`config.mk`:
```
export PLATFORM = sky130hd
export DESIGN_NAME = alu_seq_flat
export DESIGN_NICKNAME = d
export VERILOG_FILES = /design/src/rtl/alu_seq_if.sv /design/src/rtl/alu_seq.sv /design/src/flat_wrapper.sv
export SDC_FILE = /design/constraint.sdc
export NUM_CORES = 1
export LEC_CHECK = 0
export CORE_UTILIZATION = 40
export DETAILED_ROUTE_END_ITERATION = 10
export DONT_BUFFER_PORTS = 1
export GPL_TIMING_DRIVEN = 0
export PLACE_DENSITY_LB_ADDON = 0.05
export RECOVER_POWER = 100
export SETUP_SLACK_MARGIN = 0.1
export SYNTH_ARGS = -nofsm -noshare
export SYNTH_HDL_FRONTEND = slang
export SYNTH_SLANG_ARGS = --single-unit
export TNS_END_PERCENT = 5
```
`constraint.sdc`:
```
create_clock -name clk -period 18.3 [get_ports clk]
set_clock_uncertainty 0.05 [all_clocks]
set_input_delay 4.575 -clock clk [delete_from_list [all_inputs] [get_ports clk]]
set_output_delay 4.575 -clock clk [all_outputs]
set_load 0.005 [all_outputs]
```
`src/rtl/alu_seq_if.sv`:
```
// alu_seq_if: handshake bundle between issue, the sequential ALU and writeback.
//   Request side : in_valid/in_ready, A_in, B_in (signed operands), ALU_Sel.
//   Response side: out_valid/out_ready, ALU_Out and the flags Carry_Out,
//                  Overflow, Zero, Div_Zero (qualified by out_valid).
//   master = producer of operations / consumer of results, slave = the ALU.
interface alu_seq_if #(parameter int WIDTH = 32);
    logic             in_valid;
    logic             in_ready;
    logic [WIDTH-1:0] A_in;
    logic [WIDTH-1:0] B_in;
    logic [3:0]       ALU_Sel;
    logic             out_valid;
    logic             out_ready;
    logic [WIDTH-1:0] ALU_Out;
    logic             Carry_Out;
    logic             Overflow;
    logic             Zero;
    logic             Div_Zero;

    modport master (
        output in_valid, A_in, B_in, ALU_Sel, out_ready,
        input  in_ready, out_valid, ALU_Out, Carry_Out, Overflow, Zero, Div_Zero
    );

    modport slave (
        input  in_valid, A_in, B_in, ALU_Sel, out_ready,
        output in_ready, out_valid, ALU_Out, Carry_Out, Overflow, Zero, Div_Zero
    );
endinterface

```
`src/rtl/alu_seq.sv`:
```
// alu_seq: handshaked ALU. Logic/add/sub/compare finish one cycle after accept;
// signed MUL/MULH/DIV/REM run WIDTH shift-add / restoring-divide iterations on
// operand magnitudes, then a FIX cycle applies sign correction and special cases.
//   clk   : rising-edge clock
//   reset : asynchronous, active-high
//   bus   : alu_seq_if.slave (operation request in, registered result out)
module alu_seq #(
    parameter int WIDTH = 32
) (
    input  logic      clk,
    input  logic      reset,
    alu_seq_if.slave  bus
);
    localparam int CW = $clog2(WIDTH) + 1;

    typedef enum logic [1:0] {S_IDLE, S_CALC, S_FIX, S_DONE} state_t;

    state_t             r_state, w_next;
    logic [CW-1:0]      r_cnt;
    logic [1:0]         r_op;      // low bits of an iterative select: 00 MUL, 01 MULH, 10 DIV, 11 REM
    logic [WIDTH-1:0]   r_a, r_b;  // original signed operands, kept for the FIX cycle
    logic [WIDTH-1:0]   r_m;       // |B|: multiplicand or divisor
    logic [WIDTH-1:0]   r_q;       // multiplier -> product low / dividend -> quotient
    logic [WIDTH-1:0]   r_acc;     // product high / partial remainder
    logic [WIDTH-1:0]   r_out;
    logic               r_c, r_v, r_z, r_dz;

    // ---------------- single-cycle results, from the live inputs ----------------
    logic [WIDTH-1:0] w_res;
    logic             w_c, w_v;
    logic             w_iter;
    logic [WIDTH-1:0] w_amag, w_bmag;

    assign w_iter = (bus.ALU_Sel[3:2] == 2'b10);
    // Magnitude of the minimum value wraps to 2^(WIDTH-1), which is correct unsigned.
    assign w_amag = bus.A_in[WIDTH-1] ? (~bus.A_in + 1'b1) : bus.A_in;
    assign w_bmag = bus.B_in[WIDTH-1] ? (~bus.B_in + 1'b1) : bus.B_in;

    always_comb begin
        w_res = '0;
        w_c   = 1'b0;
        w_v   = 1'b0;
        case (bus.ALU_Sel)
            4'b0000: w_res = bus.A_in & bus.B_in;
            4'b0001: w_res = bus.A_in | bus.B_in;
            4'b1100: w_res = ~(bus.A_in | bus.B_in);
            4'b0010: begin
                {w_c, w_res} = {1'b0, bus.A_in} + {1'b0, bus.B_in};
                w_v = (bus.A_in[WIDTH-1] == bus.B_in[WIDTH-1]) &&
                      (w_res[WIDTH-1] != bus.A_in[WIDTH-1]);
            end
            4'b0110: begin
                w_res = bus.A_in - bus.B_in;
                w_v = (bus.A_in[WIDTH-1] != bus.B_in[WIDTH-1]) &&
                      (w_res[WIDTH-1] != bus.A_in[WIDTH-1]);
            end
            4'b0111: w_res = {{(WIDTH-1){1'b0}}, ($signed(bus.A_in) < $signed(bus.B_in))};
            4'b1111: w_res = {{(WIDTH-1){1'b0}}, (bus.A_in == bus.B_in)};
            default: w_res = '0;
        endcase
    end

    // ---------------- iteration step ----------------
    logic [WIDTH:0]   w_msum, w_dsh, w_dtry;
    logic             w_dbit;
    logic [WIDTH-1:0] w_drem;

    assign w_msum = {1'b0, r_acc} + (r_q[0] ? {1'b0, r_m} : '0);
    assign w_dsh  = {r_acc, r_q[WIDTH-1]};
    assign w_dtry = w_dsh - {1'b0, r_m};
    assign w_dbit = ~w_dtry[WIDTH];                       // trial subtraction did not borrow
    assign w_drem = w_dbit ? w_dtry[WIDTH-1:0] : w_dsh[WIDTH-1:0];

    // ---------------- FIX: sign correction and special cases ----------------
    logic [2*WIDTH-1:0] w_prod, w_sprod;
    logic [WIDTH-1:0]   w_sq, w_sr, w_fout;
    logic               w_bz, w_dovf, w_fv, w_fdz;

    assign w_prod  = {r_acc, r_q};
    assign w_sprod = (r_a[WIDTH-1] ^ r_b[WIDTH-1]) ? -w_prod : w_prod;
    assign w_sq    = (r_a[WIDTH-1] ^ r_b[WIDTH-1]) ? -r_q : r_q;
    assign w_sr    = r_a[WIDTH-1] ? -r_acc : r_acc;
    assign w_bz    = (r_b == '0);
    assign w_dovf  = (r_a == {1'b1, {(WIDTH-1){1'b0}}}) && (&r_b);

    always_comb begin
        w_fout = '0;
        w_fv   = 1'b0;
        w_fdz  = 1'b0;
        case (r_op)
            2'b00: begin
                w_fout = w_sprod[WIDTH-1:0];
                w_fv   = (w_sprod[2*WIDTH-1:WIDTH] != {WIDTH{w_sprod[WIDTH-1]}});
            end
            2'b01: w_fout = w_sprod[2*WIDTH-1:WIDTH];
            2'b10: begin
                w_fout = w_bz ? '1 : w_sq;   // min/-1 quotient magnitude wraps back to min
                w_fv   = w_dovf;
                w_fdz  = w_bz;
            end
            default: begin
                w_fout = w_bz ? r_a : w_sr;
                w_fv   = w_dovf;
                w_fdz  = w_bz;
            end
        endcase
    end

    // ---------------- FSM ----------------
    always_ff @(posedge clk or posedge reset) begin
        if (reset) r_state <= S_IDLE;
        else       r_state <= w_next;
    end

    always_comb begin
        w_next = r_state;
        case (r_state)
            S_IDLE: if (bus.in_valid) w_next = w_iter ? S_CALC : S_DONE;
            S_CALC: if (r_cnt == CW'(WIDTH-1)) w_next = S_FIX;
            S_FIX:  w_next = S_DONE;
            S_DONE: if (bus.out_ready) w_next = S_IDLE;
            default: w_next = S_IDLE;
        endcase
    end

    // ---------------- datapath ----------------
    always_ff @(posedge clk or posedge reset) begin
        if (reset) begin
            r_cnt <= '0; r_op <= '0; r_a <= '0; r_b <= '0; r_m <= '0;
            r_q <= '0; r_acc <= '0; r_out <= '0;
            r_c <= 1'b0; r_v <= 1'b0; r_z <= 1'b0; r_dz <= 1'b0;
        end else begin
            case (r_state)
                S_IDLE: if (bus.in_valid) begin
                    r_op  <= bus.ALU_Sel[1:0];
                    r_a   <= bus.A_in;
                    r_b   <= bus.B_in;
                    r_m   <= w_bmag;
                    r_q   <= w_amag;
                    r_acc <= '0;
                    r_cnt <= '0;
                    if (!w_iter) begin
                        r_out <= w_res;
                        r_c   <= w_c;
                        r_v   <= w_v;
                        r_z   <= (w_res == '0);
                        r_dz  <= 1'b0;
                    end
                end
                S_CALC: begin
                    r_cnt <= r_cnt + 1'b1;
                    if (!r_op[1]) begin
                        {r_acc, r_q} <= {w_msum, r_q[WIDTH-1:1]};
                    end else begin
                        r_acc <= w_drem;
                        r_q   <= {r_q[WIDTH-2:0], w_dbit};
                    end
                end
                S_FIX: begin
                    r_out <= w_fout;
                    r_c   <= 1'b0;
                    r_v   <= w_fv;
                    r_z   <= (w_fout == '0);
                    r_dz  <= w_fdz;
                end
                default: ;
            endcase
        end
    end

    assign bus.in_ready  = (r_state == S_IDLE);
    assign bus.out_valid = (r_state == S_DONE);
    assign bus.ALU_Out   = r_out;
    assign bus.Carry_Out = r_c;
    assign bus.Overflow  = r_v;
    assign bus.Zero      = r_z;
    assign bus.Div_Zero  = r_dz;
endmodule
```
`src/flat_wrapper.sv`:
```
// flat-port wrapper written by rule: the top's interface ports become plain ports
module alu_seq_flat 
#(
    parameter int WIDTH = 32
)
  (clk, reset, bus_in_valid, bus_A_in, bus_B_in, bus_ALU_Sel, bus_out_ready, bus_in_ready, bus_out_valid, bus_ALU_Out, bus_Carry_Out, bus_Overflow, bus_Zero, bus_Div_Zero);
  alu_seq_if #(.WIDTH(WIDTH)) bus_i ();
  input  logic clk;
  input  logic reset;
  input wire logic [$bits(bus_i.in_valid)-1:0] bus_in_valid;
  input wire logic [$bits(bus_i.A_in)-1:0] bus_A_in;
  input wire logic [$bits(bus_i.B_in)-1:0] bus_B_in;
  input wire logic [$bits(bus_i.ALU_Sel)-1:0] bus_ALU_Sel;
  input wire logic [$bits(bus_i.out_ready)-1:0] bus_out_ready;
  output wire logic [$bits(bus_i.in_ready)-1:0] bus_in_ready;
  output wire logic [$bits(bus_i.out_valid)-1:0] bus_out_valid;
  output wire logic [$bits(bus_i.ALU_Out)-1:0] bus_ALU_Out;
  output wire logic [$bits(bus_i.Carry_Out)-1:0] bus_Carry_Out;
  output wire logic [$bits(bus_i.Overflow)-1:0] bus_Overflow;
  output wire logic [$bits(bus_i.Zero)-1:0] bus_Zero;
  output wire logic [$bits(bus_i.Div_Zero)-1:0] bus_Div_Zero;
  assign bus_i.in_valid = bus_in_valid;
  assign bus_i.A_in = bus_A_in;
  assign bus_i.B_in = bus_B_in;
  assign bus_i.ALU_Sel = bus_ALU_Sel;
  assign bus_i.out_ready = bus_out_ready;
  assign bus_in_ready = bus_i.in_ready;
  assign bus_out_valid = bus_i.out_valid;
  assign bus_ALU_Out = bus_i.ALU_Out;
  assign bus_Carry_Out = bus_i.Carry_Out;
  assign bus_Overflow = bus_i.Overflow;
  assign bus_Zero = bus_i.Zero;
  assign bus_Div_Zero = bus_i.Div_Zero;
  alu_seq #(.WIDTH(WIDTH)) u_core (.clk(clk), .reset(reset), .bus(bus_i));
endmodule
```
# After elaboration in Yosys (flattened, before gate mapping)
# Index checks and enable logic that the tools add are counted.
# classes
n_bitwise,7
n_reduce_logical,17
n_eq_ne,24
n_lt_le_gt_ge,1
mux,43
addsub,10
# op_table
operator,count
$mux 32,14
$pmux 32 s7,1
$pmux 32 s2,3
$logic_not 32->1,3
$not 32->32,3
$pmux 32 s3,1
$add 32x1->32 const B,2
$mux 64,1
$neg 32->32,2
$neg 64->64,1
$add 32x32->33,1
$add 32x33->33,1
$sub 33x32->33,1
$and 32x32->32,1
$eq 32x32->1,1
$eq 32x32->1 const B,1
$lt 32x32->1,1
$ne 32x32->1,1
$or 32x32->32,1
$reduce_and 32->1,1
$sub 32x32->32,1
$pmux 1 s2,6
$pmux 6 s2,1
$mux 1,10
other kinds (24),43
# totals
wordCells,115
in_bits,72
ff_bits,206
output_inout_bits,38

# Logic depth before layout (Yosys ltp)
# logic_depth
depth_word,7
ltp_mapped,17
ltp_nobuf,15

# Worst setup path before layout
# No wires, ideal clock.
# synth_timing
kind,input -> register
start,input port bus_B_in[3]
end,"register u_core.r_z, in the netlist u_core.bus.Zero"
setup_ns,0.104
cell_stages,13
arrival_ns,7.869
setup_slack_ns,10.277
required_time_ns,18.146
n_path_buf,0
path_cell_list,inv_1 > ha_1 > or2_1 > a32o_2 > a31o_4 > a211oi_4 > nor2_2 > a311o_1 > o31ai_1 > or3b_1 > or4_1 > or4_1 > o41ai_2
# synth_via
elab_chain_len,7
elab_cells_between_ends,12
classes_between,add/sub (2); order compare (1); eq/ne (1); mux (4); bitwise (3); reduce/logical (1)
# synth_rtl
item,line,rtl
"start, declared",flat_wrapper.sv:12,input wire logic [$bits(bus_i.B_in)-1:0] bus_B_in;
branches (longest 2 deep; another with $sub 32x32->32),n/a,
$pmux 32 s7 (*),alu_seq.sv:43,case (bus.ALU_Sel)
$logic_not 32->1 (*),alu_seq.sv:146,r_z <= (w_res == '0);
$mux 1 (*),alu_seq.sv:142,if (!w_iter) begin
$mux 1 (*),alu_seq.sv:134,S_IDLE: if (bus.in_valid) begin
$pmux 1 s2 (*),alu_seq.sv:133,case (r_state)
"end signal, assigned",alu_seq.sv:146,
"end signal, assigned",alu_seq.sv:163,r_z <= (w_fout == '0);
"end, declared",alu_seq.sv:26,"logic r_c, r_v, r_z, r_dz;"
# Every way passes the cells marked *. The select of a mux whose other input is x is not followed.
# A chain may end at the register's enable or synchronous reset.

# Final worst setup path
# layout_timing
start,input port bus_A_in[0]
end,"register u_core.r_z, in the netlist u_core.bus.Zero"
# layout_via
elab_chain_len,7
elab_cells_between_ends,12
classes_between,add/sub (2); order compare (1); eq/ne (1); mux (4); bitwise (3); reduce/logical (1)
# layout_rtl
item,line,rtl
"start, declared",flat_wrapper.sv:11,input wire logic [$bits(bus_i.A_in)-1:0] bus_A_in;
branches (longest 2 deep; another with $sub 32x32->32),n/a,
$pmux 32 s7 (*),alu_seq.sv:43,
$logic_not 32->1 (*),alu_seq.sv:146,
$mux 1 (*),alu_seq.sv:142,
$mux 1 (*),alu_seq.sv:134,
$pmux 1 s2 (*),alu_seq.sv:133,
# Marked as above.

==> impl_metrics.env <==
export IMPL_outcome="complete, but fails checks"
export IMPL_violations="max-capacitance violations, max-slew violations"
export IMPL_first_iter_violations=2514
export IMPL_top_layer="met5"
export IMPL_met2RoutedLength_um=49600
export IMPL_synth_ff_latch_count=205
export IMPL_grt_max_degree=110
export IMPL_routabilityCongestion=1.02
export IMPL_rsz0062_at_grt="no"
export IMPL_cts_hold_buffers=0
export IMPL_r2r_start="u_core.r_q[0]$_DFFE_PP0P_"
export IMPL_worstMarginPinSlew_ns=4.67
export IMPL_fmax_mhz=108
export IMPL_p_per_area_nw_per_um2=181
export IMPL_maxCapViolations=1
export IMPL_cts_tree="built"
export IMPL_async_flop_share=1.00
export IMPL_p_leak_nw=10.3
export IMPL_cts_sinks=205
export IMPL_hold_path_cell_count=2
export IMPL_finalCriticalPeriod_ns=9.22
export IMPL_syn_num_nets=3274
export IMPL_io_pin_count=110
export IMPL_synth_cell_types=100
export IMPL_dp_hpwl_um=90300
export IMPL_reg2reg_to="u_core.bus.Overflow$_DFFE_PP0P_"
export IMPL_die_w_um=240
export IMPL_drc_errors=0
export IMPL_clk_latency_ns=0.56
export IMPL_worstPathArrival_ns=9.62
export IMPL_antenna_found_initial=4
export IMPL_dp_cells=3777
export IMPL_setup_worst_path_start_class="primary input"
export IMPL_postRouteAntennaNets=0
export IMPL_fin_cells=3825
export IMPL_rows=86
export IMPL_drv_slew=97
export IMPL_cts_inserted_buffers=27
export IMPL_worst_r2r_cell_count=12
export IMPL_grt_pass1_vias=23800
export IMPL_finalCritPeriodShare=0.504
export IMPL_cts_root_buffer="clkbuf_16"
export IMPL_critPathMaxFanout=6
export IMPL_dieArea_um2=57600
export IMPL_ys_seq_area_frac=0.226
export IMPL_cts_path_max_buffers=3
export IMPL_syn_inst=3026
export IMPL_endpoint_kind="register"
export IMPL_start_util=0.408
export IMPL_postCtsResizedCells=0
export IMPL_wirelength_um=111000
export IMPL_reg2reg_slack_ns=11.98
export IMPL_portBuffers=0
export IMPL_final_hold_violation_count=0
export IMPL_clk_pin_slew_worst_paths_ns=0.06
export IMPL_core_area_um2=55500
export IMPL_min_from="u_core.r_m[23]$_DFFE_PP0P_"
export IMPL_antenna_cells=0
export IMPL_slew_headroom=-2.13
export IMPL_fill_cells=5907
export IMPL_required_ns=18.69
export IMPL_holdPathEnd="u_core.r_m[23]$_DFFE_PP0P_"
export IMPL_crit_type="primary input to register"
export IMPL_dr_total_vias=24700
export IMPL_layout_commonest_cell="o21ai_0"
export IMPL_grt_pass1_wl_um=160000
export IMPL_hp_class="register to register"
export IMPL_ir_drop_mv=0.0813
export IMPL_h_tree_depth=1
export IMPL_die_y_um=240
export IMPL_drive_gt1_frac=0.0387
export IMPL_ys_warnings_count=0
export IMPL_overflow=0
export IMPL_mostFrequentLayoutCells="o21ai_0, nand2_1, nor2_1"
export IMPL_synth_area_um2=22700
export IMPL_track_usage=0.377
export IMPL_routed_via_density=6.47
export IMPL_synth_edff_count=0
export IMPL_ys_flop_type="dfrtp_1"
export IMPL_dr_wl_met3_um=7790
export IMPL_fin_nets=3306
export IMPL_multiInputGateArea_um2=16100
export IMPL_drt_wirelength_per_cell_um=28.9
export IMPL_firstDrtPassIters=6
export IMPL_seq_area_um2=5130
export IMPL_setup_violations=0
export IMPL_cts_setup_buffers=0
export IMPL_area_growth_pct=8.15
export IMPL_avgSynthCellArea_um2=7.49
export IMPL_wl_met1_um=45300
export IMPL_finalSetupTns_ns=0
## flip-flops by register name (all words and copies together), names as in the netlist, 2 cells and up
name	flops
u_core.r_state	2
u_core.r_q	32
u_core.r_cnt	6
u_core.r_acc	32
u_core.bus.ALU_Out	32
u_core.r_op	2
u_core.r_a	32
u_core.r_m	32
u_core.r_b	31
## critical path, stage by stage
cell	delay, ns
inv_1	0.09
ha_1	0.23
fa_1	0.43
o21bai_1	0.27
a221oi_1	0.14
o21ai_0	0.53
o22ai_1	0.32
o21ai_0	0.72
nor2_1	0.16
o211a_1	0.27
o31ai_1	0.48
or3b_2	0.50
or4_1	0.59
o41ai_1	0.30
## area by class of cell
class / count / share of cell area
Multi-Input combinational cell: 2460 / 0.658
Sequential cell: 205 / 0.209
Tap cell: 748 / 0.0382
Buffer: 196 / 0.0325
Clock buffer: 40 / 0.0324
Inverter: 165 / 0.0253
Clock inverter: 8 / 0.00276
Timing Repair Buffer: 3 / 0.00174
## kinds of logic after synthesis
family | count (synthesis) | synth area share
AO/OA/AOI/OAI | 1023 | 0.291
AND/OR/NAND/NOR | 977 | 0.207
buffers and inverters | 361 | 0.0626
XOR/XNOR | 206 | 0.0796
flip-flops | 205 | 0.226
adder cells (fa/ha/maj) | 176 | 0.0985
multiplexers | 78 | 0.0352
## metrics by stage
| step | utilization | power [mW] | setup slack [ns] | hold slack, ns | area [um^2] |
|---|---|---|---|---|---|
| after floorplan | - | 2.77 | 8.08 | 0.399 | 22700 |
| after CTS | 0.442 | 4.36 | 9.56 | 0.434 | 24500 |
| after detailed placement | 0.426 | 3.81 | 9.01 | 0.422 | 23700 |
| final | 0.442 | 4.43 | 9.08 | 0.426 | 24500 |
| after global routing | 0.442 | 4.68 | 8.96 | 0.447 | 24500 |
| after global placement | 0.425 | 3.78 | 5.42 | 0.414 | 23600 |
## how the worst max path moves through the flow
stage                start                                 to  slack, ns
4_1_cts        bus_B_in[9]        u_core.bus.Zero$_DFFE_PP0P_       9.56
2_1_floorplan        reset  u_core.bus.ALU_Out[0]$_DFFE_PP0P_       8.08
6_report       bus_A_in[0]        u_core.bus.Zero$_DFFE_PP0P_       9.08
5_1_grt        bus_A_in[0]        u_core.bus.Zero$_DFFE_PP0P_       8.96
3_5_place_dp   bus_B_in[9]        u_core.bus.Zero$_DFFE_PP0P_       9.01
3_3_place_gp         reset  u_core.bus.ALU_Out[2]$_DFFE_PP0P_       5.42
## cells in the mapped netlist, types with 54 or more instances
master | number | area [um^2]
a21o_1 | 54 | 405
a21oi_1 | 207 | 1040
clkbuf_1 | 158 | 593
dfrtp_1 | 205 | 5130
ha_1 | 172 | 2150
inv_1 | 160 | 601
mux2i_1 | 64 | 641
nand2_1 | 326 | 1220
nand3_1 | 54 | 270
nor2_1 | 260 | 976
nor3_1 | 59 | 295
o21ai_0 | 329 | 1650
xnor2_1 | 153 | 1340
## power by group
part	total (mW)	internal (mW)	switching, mW
Clock	0.529	0.311	0.218
Sequential	0.890	0.658	0.231
Combinational	3.02	0.988	2.03
## metal layers
layer	GRT usage	vias up
li1	-	11100
met1	0.477	12100
met2	0.609	1211
met3	0.0473	313
met4	0.235	4
met5	0	-
Power figures use the tool's default switching activity.
